<file path="src/rtl/ws2812_pkg.sv">
// Shared WS2812 definitions for the receiver and the transmitter test top.
// Timing values are in 25 MHz clock cycles (40 ns).
//   T0H / T1H       : high time of a transmitted 0 / 1 bit
//   TBIT            : full bit period
//   T_THRESH        : high length at or above which a bit decodes as 1
//   T_HIGH_MAX      : longest legal high length
//   T_RESET         : low length that latches a frame
//   state_t         : receiver FSM states
package ws2812_pkg;

  localparam int T0H        = 10;
  localparam int T1H        = 20;
  localparam int TBIT       = 31;
  localparam int T_THRESH   = 15;
  localparam int T_HIGH_MAX = 50;
  localparam int T_RESET    = 1250;

  typedef enum logic [1:0] {
    SYNC,
    IDLE,
    HIGH,
    LOW
  } state_t;

endpackage

</file>
<file path="src/rtl/ws2812_sync.sv">
// Brings the asynchronous WS2812 line into the clk domain and detects edges.
// Ports:
//   clk      in  system clock
//   n_reset  in  synchronous active-low reset
//   din      in  raw serial line
//   level    out synchronized line level
//   rise     out synchronized level went 0 -> 1 this cycle
//   fall     out synchronized level went 1 -> 0 this cycle
module ws2812_sync (
  input  logic clk,
  input  logic n_reset,
  input  logic din,
  output logic level,
  output logic rise,
  output logic fall
);

  logic meta_q;
  logic sync_q;
  logic prev_q;

  always_ff @(posedge clk) begin
    if (!n_reset) begin
      meta_q <= 1'b0;
      sync_q <= 1'b0;
      prev_q <= 1'b0;
    end else begin
      meta_q <= din;
      sync_q <= meta_q;
      prev_q <= sync_q;
    end
  end

  // Edges come from registered samples only, so the FSM acts on them
  // two clock edges after the line level is first sampled.
  assign level = sync_q;
  assign rise  = sync_q & ~prev_q;
  assign fall  = ~sync_q & prev_q;

endmodule

</file>
<file path="src/rtl/ws2812_rx.sv">
// WS2812 single-wire receiver. Classifies each bit by its high-pulse width,
// assembles 24-bit words MSB first and flags frame ends on the latch gap.
// Ports:
//   clk          in   system clock (25 MHz)
//   n_reset      in   synchronous active-low reset
//   din          in   WS2812 serial data, asynchronous
//   pixel_data   out  last completed word, first bit in [23]
//   pixel_valid  out  one-cycle strobe with pixel_data / pixel_index
//   pixel_index  out  0-based pixel position in the current frame
//   frame_done   out  one-cycle strobe on the latch gap
//   frame_len    out  complete pixels in the frame just ended
//   err          out  one-cycle strobe on a protocol error
//   busy         out  high while inside a frame (HIGH or LOW)
// Handshake: pixel_valid, frame_done and err are single-cycle strobes with
// no back-pressure; their data outputs hold until the next strobe.
// CW must satisfy 2**CW > T_RESET.
module ws2812_rx #(
  parameter int T_THRESH   = ws2812_pkg::T_THRESH,
  parameter int T_HIGH_MAX = ws2812_pkg::T_HIGH_MAX,
  parameter int T_RESET    = ws2812_pkg::T_RESET,
  parameter int CW         = 11
) (
  input  logic        clk,
  input  logic        n_reset,
  input  logic        din,
  output logic [23:0] pixel_data,
  output logic        pixel_valid,
  output logic [7:0]  pixel_index,
  output logic        frame_done,
  output logic [7:0]  frame_len,
  output logic        err,
  output logic        busy
);

  import ws2812_pkg::*;

  logic level, rise, fall;

  ws2812_sync u_sync (
    .clk     (clk),
    .n_reset (n_reset),
    .din     (din),
    .level   (level),
    .rise    (rise),
    .fall    (fall)
  );

  state_t        state, state_d;
  logic [CW-1:0] cnt, cnt_d, cnt_inc;
  logic [4:0]    bit_cnt, bit_cnt_d;
  logic [23:0]   shreg, shreg_d, word;
  logic [7:0]    idx, idx_d;
  logic          new_bit;

  logic [23:0]   pixel_data_d;
  logic          pixel_valid_d;
  logic [7:0]    pixel_index_d;
  logic          frame_done_d;
  logic [7:0]    frame_len_d;
  logic          err_d;

  // cnt_inc is the run length including the current cycle; it saturates.
  assign cnt_inc = (&cnt) ? cnt : cnt + 1'b1;
  assign new_bit = (cnt_inc >= CW'(T_THRESH));
  assign word    = {shreg[22:0], new_bit};
  assign busy    = (state == HIGH) || (state == LOW);

  always_ff @(posedge clk) begin
    if (!n_reset) begin
      state       <= SYNC;
      cnt         <= '0;
      bit_cnt     <= '0;
      shreg       <= '0;
      idx         <= '0;
      pixel_data  <= '0;
      pixel_valid <= 1'b0;
      pixel_index <= '0;
      frame_done  <= 1'b0;
      frame_len   <= '0;
      err         <= 1'b0;
    end else begin
      state       <= state_d;
      cnt         <= cnt_d;
      bit_cnt     <= bit_cnt_d;
      shreg       <= shreg_d;
      idx         <= idx_d;
      pixel_data  <= pixel_data_d;
      pixel_valid <= pixel_valid_d;
      pixel_index <= pixel_index_d;
      frame_done  <= frame_done_d;
      frame_len   <= frame_len_d;
      err         <= err_d;
    end
  end

  always_comb begin
    state_d       = state;
    cnt_d         = cnt;
    bit_cnt_d     = bit_cnt;
    shreg_d       = shreg;
    idx_d         = idx;
    pixel_data_d  = pixel_data;
    pixel_valid_d = 1'b0;
    pixel_index_d = pixel_index;
    frame_done_d  = 1'b0;
    frame_len_d   = frame_len;
    err_d         = 1'b0;

    case (state)
      // Wait for a full latch-length low run so a stream joined
      // mid-frame is never decoded.
      SYNC: begin
        if (level) begin
          cnt_d = '0;
        end else if (cnt_inc >= CW'(T_RESET)) begin
          state_d = IDLE;
          cnt_d   = '0;
        end else begin
          cnt_d = cnt_inc;
        end
      end

      IDLE: begin
        if (rise) begin
          state_d = HIGH;
          cnt_d   = '0;
        end
      end

      // The overlong check comes first so a pulse one cycle too long
      // is rejected even when its falling edge arrives in that cycle.
      HIGH: begin
        if (cnt_inc > CW'(T_HIGH_MAX)) begin
          err_d     = 1'b1;
          state_d   = SYNC;
          cnt_d     = '0;
          bit_cnt_d = '0;
          shreg_d   = '0;
          idx_d     = '0;
        end else if (fall) begin
          state_d = LOW;
          cnt_d   = '0;
          shreg_d = word;
          if (bit_cnt == 5'd23) begin
            pixel_data_d  = word;
            pixel_valid_d = 1'b1;
            pixel_index_d = idx;
            idx_d         = idx + 8'd1;
            bit_cnt_d     = '0;
          end else begin
            bit_cnt_d = bit_cnt + 5'd1;
          end
        end else begin
          cnt_d = cnt_inc;
        end
      end

      // LOW is only entered after a bit was shifted in, so every frame
      // ending here has at least one bit and frame_done always fires.
      LOW: begin
        if (rise) begin
          state_d = HIGH;
          cnt_d   = '0;
        end else if (cnt_inc >= CW'(T_RESET)) begin
          frame_done_d = 1'b1;
          frame_len_d  = idx;
          err_d        = (bit_cnt != 5'd0);
          idx_d        = '0;
          bit_cnt_d    = '0;
          shreg_d      = '0;
          state_d      = IDLE;
          cnt_d        = '0;
        end else begin
          cnt_d = cnt_inc;
        end
      end

      default: state_d = SYNC;
    endcase
  end

endmodule

</file>
<file path="config.mk">
export PLATFORM = sky130hd
export DESIGN_NAME = ws2812_rx
export DESIGN_NICKNAME = d
export VERILOG_FILES = /design/src/rtl/ws2812_pkg.sv /design/src/rtl/ws2812_sync.sv /design/src/rtl/ws2812_rx.sv
export SDC_FILE = /design/constraint.sdc
export NUM_CORES = 1
export LEC_CHECK = 0
export CORE_MARGIN = 10
export CORE_UTILIZATION = 60
export DETAILED_ROUTE_END_ITERATION = 10
export MAX_ROUTING_LAYER = met4
export PLACE_DENSITY = 0.8
export SYNTH_ARGS = -nofsm -noshare
export SYNTH_HDL_FRONTEND = slang
export SYNTH_HIERARCHICAL = 1
export SYNTH_SLANG_ARGS = --single-unit
export TNS_END_PERCENT = 1
</file>
<file path="constraint.sdc">
create_clock -name clk -period 6.19 [get_ports clk]
set_input_delay 1.238 -clock clk [delete_from_list [all_inputs] [get_ports clk]]
set_output_delay 1.238 -clock clk [all_outputs]
set_load 0.02 [all_outputs]
</file>
---- Word level (Yosys, flattened, before mapping) ----
Cells that the tools add are included.
storage, ports and cells
  flip-flop bits (word level) ............. 95
  input port bits ......................... 3
  word-level logic and storage cells ...... 90
cells by class
  $add $sub $neg .......................... 3
  $lt $le $gt $ge ......................... 3
  equal/unequal tests ..................... 10
  multiplexer cells ....................... 38
  bitwise logic cells ..................... 10
  reduce and logical (&&, ||, !) cells .... 12
operators by type and width
  operator                 count
  $mux W23                 4
  $mux W11                 7
  $pmux W23 S2             1
  $pmux W11 S4             1
  $mux W8                  5
  $mux W5                  5
  $pmux W8 S2              1
  $mux W2                  6
  $add A11 B1 Y11 const B  1
  $ge A11 B11 Y1 const B   1
  $ge A11 B4 Y1 const B    1
  $gt A11 B6 Y1 const B    1
  $reduce_and A11 Y1       1
  $pmux W5 S2              1
  $add A8 B1 Y8 const B    1
  $not A1 Y1               8
  $pmux W2 S4              1
  $reduce_and A4 Y1        2
  $ne A2 B2 Y1 const B     3
  $reduce_and A3 Y1        2
  $add A5 B1 Y5 const B    1
  $eq A5 B5 Y1 const B     1
  $mux W1                  5
  $reduce_and A5 Y1        1
  other kinds (13)         15

---- Logic depth before layout (Yosys ltp) ----
Gate-level depths: netlist of run 1.
  depth in word-level cells ............... 6
  gate-level depth with buffers ........... 12
  depth with buffers taken out ............ 8

---- Cells and area by module ----
The synthesis of run 1 kept the hierarchy.
modules (own cells, without submodules)
  module       times used  cells an instance  area an instance (sq um)  sequential area each (sq um)
  ws2812_rx    1           542                4,649.5                   1,841.8
  ws2812_sync  1           8                  91.3                      60.1

---- Least setup slack after synthesis of run 1 ----
Ideal clock, no wire load.
  kind .................................... flip-flop to flip-flop
  from .................................... register cnt[0]
  to ...................................... register pixel_data[18]
  library setup time ...................... 0.139 ns
  arrival ................................. 2.505 ns
  data required time ...................... 6.051 ns
  path slack .............................. 3.546 ns
  stages on the path, launching flop included .. 12
  cell sequence ........................... dfxtp_1 ha_1 buf_2 or3_1 o21a_1 o311a_1 buf_6 or4b_1 buf_2 buf_6 nand2_2 a21oi_2
between the ends
  cells in the longest elaborated chain, start to end .. 5
  elaborated cells between the ends (all ways) .. 6
  classes of those cells .................. add/sub (1); order compare (1); mux (1); bitwise (1); reduce/logical (2)
ends and longest elaborated chain
  item                                                   RTL line          source
  from (decl)                                            ws2812_rx.sv:49   logic [CW-1:0] cnt, cnt_d, cnt_inc;
  from (signal assigned)                                 ws2812_rx.sv:83   cnt <= cnt_d;
  $add A11 B1 Y11 or $reduce_and A11 Y1 (tied branches)  ws2812_rx.sv:63   assign cnt_inc = (&cnt) ? cnt : cnt + 1'b1;
  $mux W11 *                                             ws2812_rx.sv:63
  $gt A11 B6 Y1 *                                        ws2812_rx.sv:133  if (cnt_inc > CW'(T_HIGH_MAX)) begin
  $not A1 Y1 (no source line) *                          --
  $reduce_and A4 Y1 (no source line) *                   --
  to (signal assigned)                                   ws2812_rx.sv:87   pixel_data <= pixel_data_d;
  to (decl)                                              ws2812_rx.sv:26   output logic [23:0] pixel_data,
Mark *: on every way between the ends. The rest lies on a longest branch, timed or not.
A chain may end at the register's enable or synchronous reset.

---- Worst setup path after layout of run 1 ----
  from .................................... register cnt[0]
  to ...................................... register pixel_data[7]
The elaborated chain is that of the path after synthesis.

==> impl_results.md, run 1 <==
* Final Critical Period at 3910 ps
* Die ar. at 11900 sq um
* Post-route clock period utilization at 63.2%
* Slew @ Worst Pin at 1130 ps
* Outcome: finished clean
* Commonest non-fill, non-tap cells in the layout: dfxtp_1 (95), nand2_1 (77), clkdlybuf4s50_1 (46)
* Via Count at 4122
* R2r endpoint: pixel_data[7]
* Clk_skew at 11.1 ps
* Die width at 109 microns
* Clock sink count at 95
* WS Path Type: flip-flop to flip-flop
* Final nets at 569
* Fraction of layout cells with a size suffix above 1 at 15.5%
* Gr ovfl total at 0
* First-pass GRT wire length at 19.1 mm
* Post-cts sizing count at 0
* PwrDens at 204 nW/um^2
* Core ar. at 7690 sq um
* Hold-critical path depth at 1
* Num rows at 32
* Clk Latency, worst-skew pair at 360 ps
* GPL Wtd Cong at 0.949
* TritonCTS clock tree: yes
* Post-synthesis sequential area ratio at 40.1%
* Sw frac at 23.3%
* Leading area contributor after synthesis: dfxtp_1
* Clk pwr share at 39.6%
* Initial antenna violation count at 0
* Cell Int Power at 825 uW
* Peak supply drop at 0.128 mV
* Final hold vios at 0
* Slew headroom at 24.9%
* Final WL at 11.3 mm
* Synth Instances at 550
* Detailed-route DRC error count at 0
* Primary FF master, synth: dfxtp_1
* Combinational fraction of design power at 3.1%
* H-Tree Depth at 3
* Sequential share of power at 57.3%
* Vias in the first global route at 3876
* Setup slack, reg-to-reg at 2280 ps
* Area grow syn2layout at 11.0%
* Setup TNS at 0 ps
* Ant. Diodes at 0
* Hpwl dp at 7.38 mm
* Reg clk slew, reported paths at 100 ps
* Slew Limit Fails at 0
* Critical Path RT at 6390 ps
* Yosys Warn Count at 6
* Initial core utilization at 61.7%
* CTS Buf Count at 9
* Syn Std Cell Area at 4740 sq um
* Commonest non-fill, non-tap cell in the layout: dfxtp_1
* Largest net degree at the start of global routing at 59
* DRT antenna net count at 0
* Top area cells in the synthesized netlist: dfxtp_1 (40%), nand2_1 (6.1%), nand2_2 (4.8%)
* Synthesized flop and latch total at 95
* Worst R2R Path Depth at 8
* Hold path start: u_sync/meta_q
* IO Port Bufs at 46
* Synth top area share at 40.1%
* GRT Total Usage at 19.9%
* CP Launch Type: flip-flop
* I/O Pins at 47
* Die height at 109 microns
* Critical Path Sink Type: flip-flop
* Post-synthesis net count at 557
* Switching power at 250 uW
* Netlist cell types at 65
* Fmax at 0.256 GHz
* Clk buf depth at 2
* Root Driver: clkbuf_8
* Initial DRC count at 273
* Critical Path AT at 4110 ps
* Postcts setup bufs at 0
* Wire per inst at 16.9 microns
* Leak pwr at 0.00162 uW
* Max FO, Critical Path at 32
* Async SR Flop Fraction at 0%
* Post-synth EDFFs at 0
* Layout Utilization at 68.4%
* R2R Path Start: cnt[0]
* Hold EP: u_sync/level
* Syn Area/Cell at 8.62 sq um
* RSZ-0062 raised after global routing: false
* Hold WC Path Type: flip-flop to flip-flop
* Max-Cap Viols at 0
* Initial DRT Pass Iterations at 5
* DR vias/cell at 6.17
* Endpoints failing setup at 0
* CTS Hold Bufs at 0
-- power groups by stage --
stage	Combinational (uW)	Sequential [uW]	Clock, uW
6_report	33.0	616	426
5_1_grt	36.4	617	458
4_1_cts	32.9	616	431
3_5_place_dp	32.8	630	0
3_3_place_gp	32.2	630	0
2_1_floorplan	26.5	629	0
-- sequential cells by signal, summed over array words and instances (netlist names), 2 cells and up --
| name | count |
|---|---|
| frame_len | 8 |
| bit_cnt | 5 |
| shreg | 23 |
| pixel_data | 24 |
| state | 2 |
| cnt | 11 |
| idx | 8 |
| pixel_index | 8 |
-- cells in the mapped netlist, drive strengths merged (9+ instances only) --
cell / instances
nand2: 113
dfxtp: 95
a21oi: 54
nand3: 41
buf: 31
o211ai: 24
clkbuf: 20
a21boi: 18
nor2: 13
nand4: 11
nor3: 10
a211oi: 9
inv: 9
o21ai: 9
-- metrics by stage --
stage                     hold slack [ps]  area [sq um]  setup WS [ps]  power (uW)  std cells
final                                 442          5260           2280        1080        668
after global routing                  456          5260           2040        1110        668
after CTS                             445          5260           2320        1080        668
after detailed placement              428          5060           2340         663        653
after global placement                421          5060           2410         662        653
after floorplan                       412          4740           3550         656        550
-- worst max path at each step --
stage               startpoint        endpoint  slack (ps)  cells after the start
CTS                     cnt[0]   pixel_data[7]        2320                      8
finish                  cnt[0]   pixel_data[7]        2280                      8
detailed placement      cnt[0]  pixel_data[20]        2340                      8
global route            cnt[0]  pixel_data[11]        2040                      8
global placement        cnt[0]  pixel_data[13]        2410                      8
floorplan               cnt[0]  pixel_data[18]        3550                     11
-- per-layer routing --
layer / GRT usage [%] / wire length [microns] / vias up
li1: - / - / 1995
met1: 24.7 / 5050 / 1984
met2: 32.4 / 5570 / 125
met3: 2.71 / 534 / 18
met4: 6.59 / 174 / 0
met5: - / 0 / -
-- area by class of cell --
class	count	area, sq um
multi-input combinational	395	2490
clock buffer	10	138
tap	102	128
sequential	95	1900
inverter	9	33.8
timing repair buffer	52	505
clock inverter	5	66.3
fill	655	2430
-- logic make-up (layout without fill, tap and decap cells) --
| family | Yosys count | in the layout | share of synthesized area (%) |
|---|---|---|---|
| AND/OR/NAND/NOR | 223 | 223 | 24.6 |
| flip-flops | 95 | 95 | 40.1 |
| buffers and inverters | 60 | 76 | 7.39 |
| multiplexers | 4 | 4 | 0.950 |
| XOR/XNOR | 3 | 3 | 0.554 |
| adder cells (fa/ha/maj) | 4 | 4 | 1.06 |
| AO/OA/AOI/OAI | 161 | 161 | 25.3 |
-- critical path, stage by stage, from the launching register on --
cell and delay, ps:
dfxtp_1 440, ha_1 430, nand4_1 270, nor2_1 310, nand4_1 130, a2111o_1 650
or4b_2 1210, nand2_2 210, a21oi_1 80
No activity file was read; power rests on OpenSTA's default activity.
==> inputs of run 2 (changes only) <==
CORE_UTILIZATION = 57   (was 60)
PLACE_DENSITY = 0.77   (was 0.8)
clock period = 3.6 ns   (was 6.19 ns; I/O delays follow)
==> run 2 against run 1 <==
Effect of this change:
- wire length grew 2.6%
- global-route usage shrank 1.1 points
- utilization shrank 2.4 points
- register-to-register slack lost 1900 ps
- via count grew 0.97%
- cell area grew 2.7%
- critical path type unchanged
- critical endpoint is now pixel_data[20]
- highest routed layer unchanged
==> impl_results.md, run 2 (synthesis results as in run 1) <==
* Outcome: finished clean
* Largest delay contributor family on the critical path: simple AND/OR/NAND/NOR gates
* Die height at 111 microns
* CP max stage delay at 710 ps
* Commonest non-fill, non-tap cell in the layout: dfxtp_1
* Detailed-route DRC error count at 0
* Max FO, Critical Path at 21
* Crit path capture: pixel_data[20]
* Worst R2R Path Depth at 9
* CP Buf/Inv Count at 1
* Max FFs per register at 24
* First-pass GRT wire length at 19.6 mm
* Final nets at 586
* Peak supply drop at 0.385 mV
* Vias in the first global route at 3878
* Setup ws final at 384 ps
* Initial core utilization at 58.0%
* Initial antenna violation count at 0
* Via Count at 4162
* Final hold vios at 0
* Largest net degree at the start of global routing at 43
* Commonest non-fill, non-tap cells in the layout: dfxtp_1 (95), nand2_1 (77), clkdlybuf4s50_1 (46)
* DRT antenna net count at 0
* Initial DRT Pass Iterations at 5
* Clock sink count at 95
* Slowest-stage cell, CP: or4b_2
* H-Tree Depth at 3
* Postcts setup bufs at 0
* Core ar. at 8180 sq um
* Critical Path Sink Type: flip-flop
* RSZ-0062 raised after global routing: false
* Critical path depth in cells at 9
* CTS Buf Count at 9
* Reg clk slew, reported paths at 90 ps
* GRT Total Usage at 18.8%
* Regs by FF count: pixel_data: 24 flops, shreg: 23 flops, cnt: 11 flops
* Crit-path cells: ha_1 > nand4_1 > nor3_2 > nor2_1 > o311a_1 > or4b_2 > buf_4 > nand2_2 > a21oi_1
* Setup TNS at 0 ps
* Worst Setup SP: cnt[0]
* Clk buf depth at 2
* Slew Limit Fails at 0
* WS Path Type: flip-flop to flip-flop
* Placed cell areas at 5200 sq um
* I/O Pins at 47
* Critical Path RT at 3840 ps
* TritonCTS clock tree: yes
* Post-cts sizing count at 0
* CP Launch Type: flip-flop
* R2r endpoint: pixel_data[20]
* Root Driver: clkbuf_8
* Gr ovfl total at 0
* PwrDens at 342 nW/um^2
* Area grow syn2layout at 14.0%
* DR vias/cell at 6.04
* Slew headroom at 37.8%
* Endpoints failing setup at 0
* Leak pwr at 0.00171 uW
* Setup slack, reg-to-reg at 380 ps
* IO Port Bufs at 46
* Final instance area at 5400 sq um
* Reg with most FFs: pixel_data
* Critical Path AT at 3460 ps
* Fill count at 701
* Final Critical Period at 3220 ps
* Final WL at 11.6 mm
* Initial DRC count at 277
* Fmax at 0.311 GHz
* Die ar. at 12400 sq um
* Max-Cap Viols at 0
* Wire per inst at 16.9 microns
* GPL Wtd Cong at 0.908
* Slew @ Worst Pin at 931 ps
* Die width at 111 microns
* Num rows at 33
* Clk_skew at 14.0 ps
* Fraction of layout cells with a size suffix above 1 at 18.0%
* Multi-input logic area at 2490 sq um
* R2R Path Start: cnt[0]
* Post-route clock period utilization at 89.3%
* Clk Latency, worst-skew pair at 360 ps
* Hold WC Path Type: flip-flop to flip-flop
* Ant. Diodes at 0
* Worst slack at placement at 421 ps
* FF+latch area at 1900 sq um
* CTS Hold Bufs at 0
* Hpwl dp at 7.96 mm
[run 2: cell types whose count changed in the layout (fill, tap and decap cells not counted)]
cell / before / now
clkinv_4: 1 / 0
buf_12: 0 / 1
inv_6: 1 / 2
clkbuf_8: 10 / 9
clkbuf_1: 0 / 1
clkinvlp_4: 1 / 2
buf_4: 6 / 22
[run 2: cell type report]
| class | count | area share (%) |
|---|---|---|
| inverter | 9 | 0.625 |
| sequential | 95 | 35.2 |
| clock buffer | 10 | 2.36 |
| tap | 105 | 2.43 |
| clock inverter | 6 | 1.37 |
| multi-input combinational | 395 | 46.1 |
| timing repair buffer | 69 | 11.9 |
[run 2: worst min-delay path by stage]
stage             startpoint           end  slack, ps  cells past startpoint
6_report       u_sync/meta_q  u_sync/level        440                      1
5_1_grt        u_sync/meta_q  u_sync/level        460                      1
4_1_cts        u_sync/meta_q  u_sync/level        450                      1
3_5_place_dp   u_sync/meta_q  u_sync/level        430                      1
3_3_place_gp   u_sync/meta_q  u_sync/level        430                      1
2_1_floorplan  u_sync/meta_q  u_sync/level        410                      1
[run 2: layer usage]
layer / track usage [%] / part of all wire, % / vias to the layer above
li1: - / - / 2039
met4: 6.08 / 1.4 / 0
met1: 23.1 / 46 / 2018
met3: 3.08 / 4.1 / 13
met5: - / 0 / -
met2: 30.7 / 49 / 92
[run 2: through the flow]
step | instances | utilization (%) | total power (uW) | hold slack (ps)
after global routing | 689 | 66.1 | 1900 | 461
after floorplan | 550 | - | 1130 | 412
after CTS | 689 | 66.1 | 1860 | 445
after detailed placement | 673 | 63.6 | 1140 | 427
final | 689 | 66.1 | 1850 | 439
after global placement | 673 | 63.6 | 1140 | 427
[run 2: report_power, final]
part           internal (uW)  total (uW)  switching, uW
logic                   21.5        59.4           37.9
clock network            331         728            396
registers               1050        1060           5.32
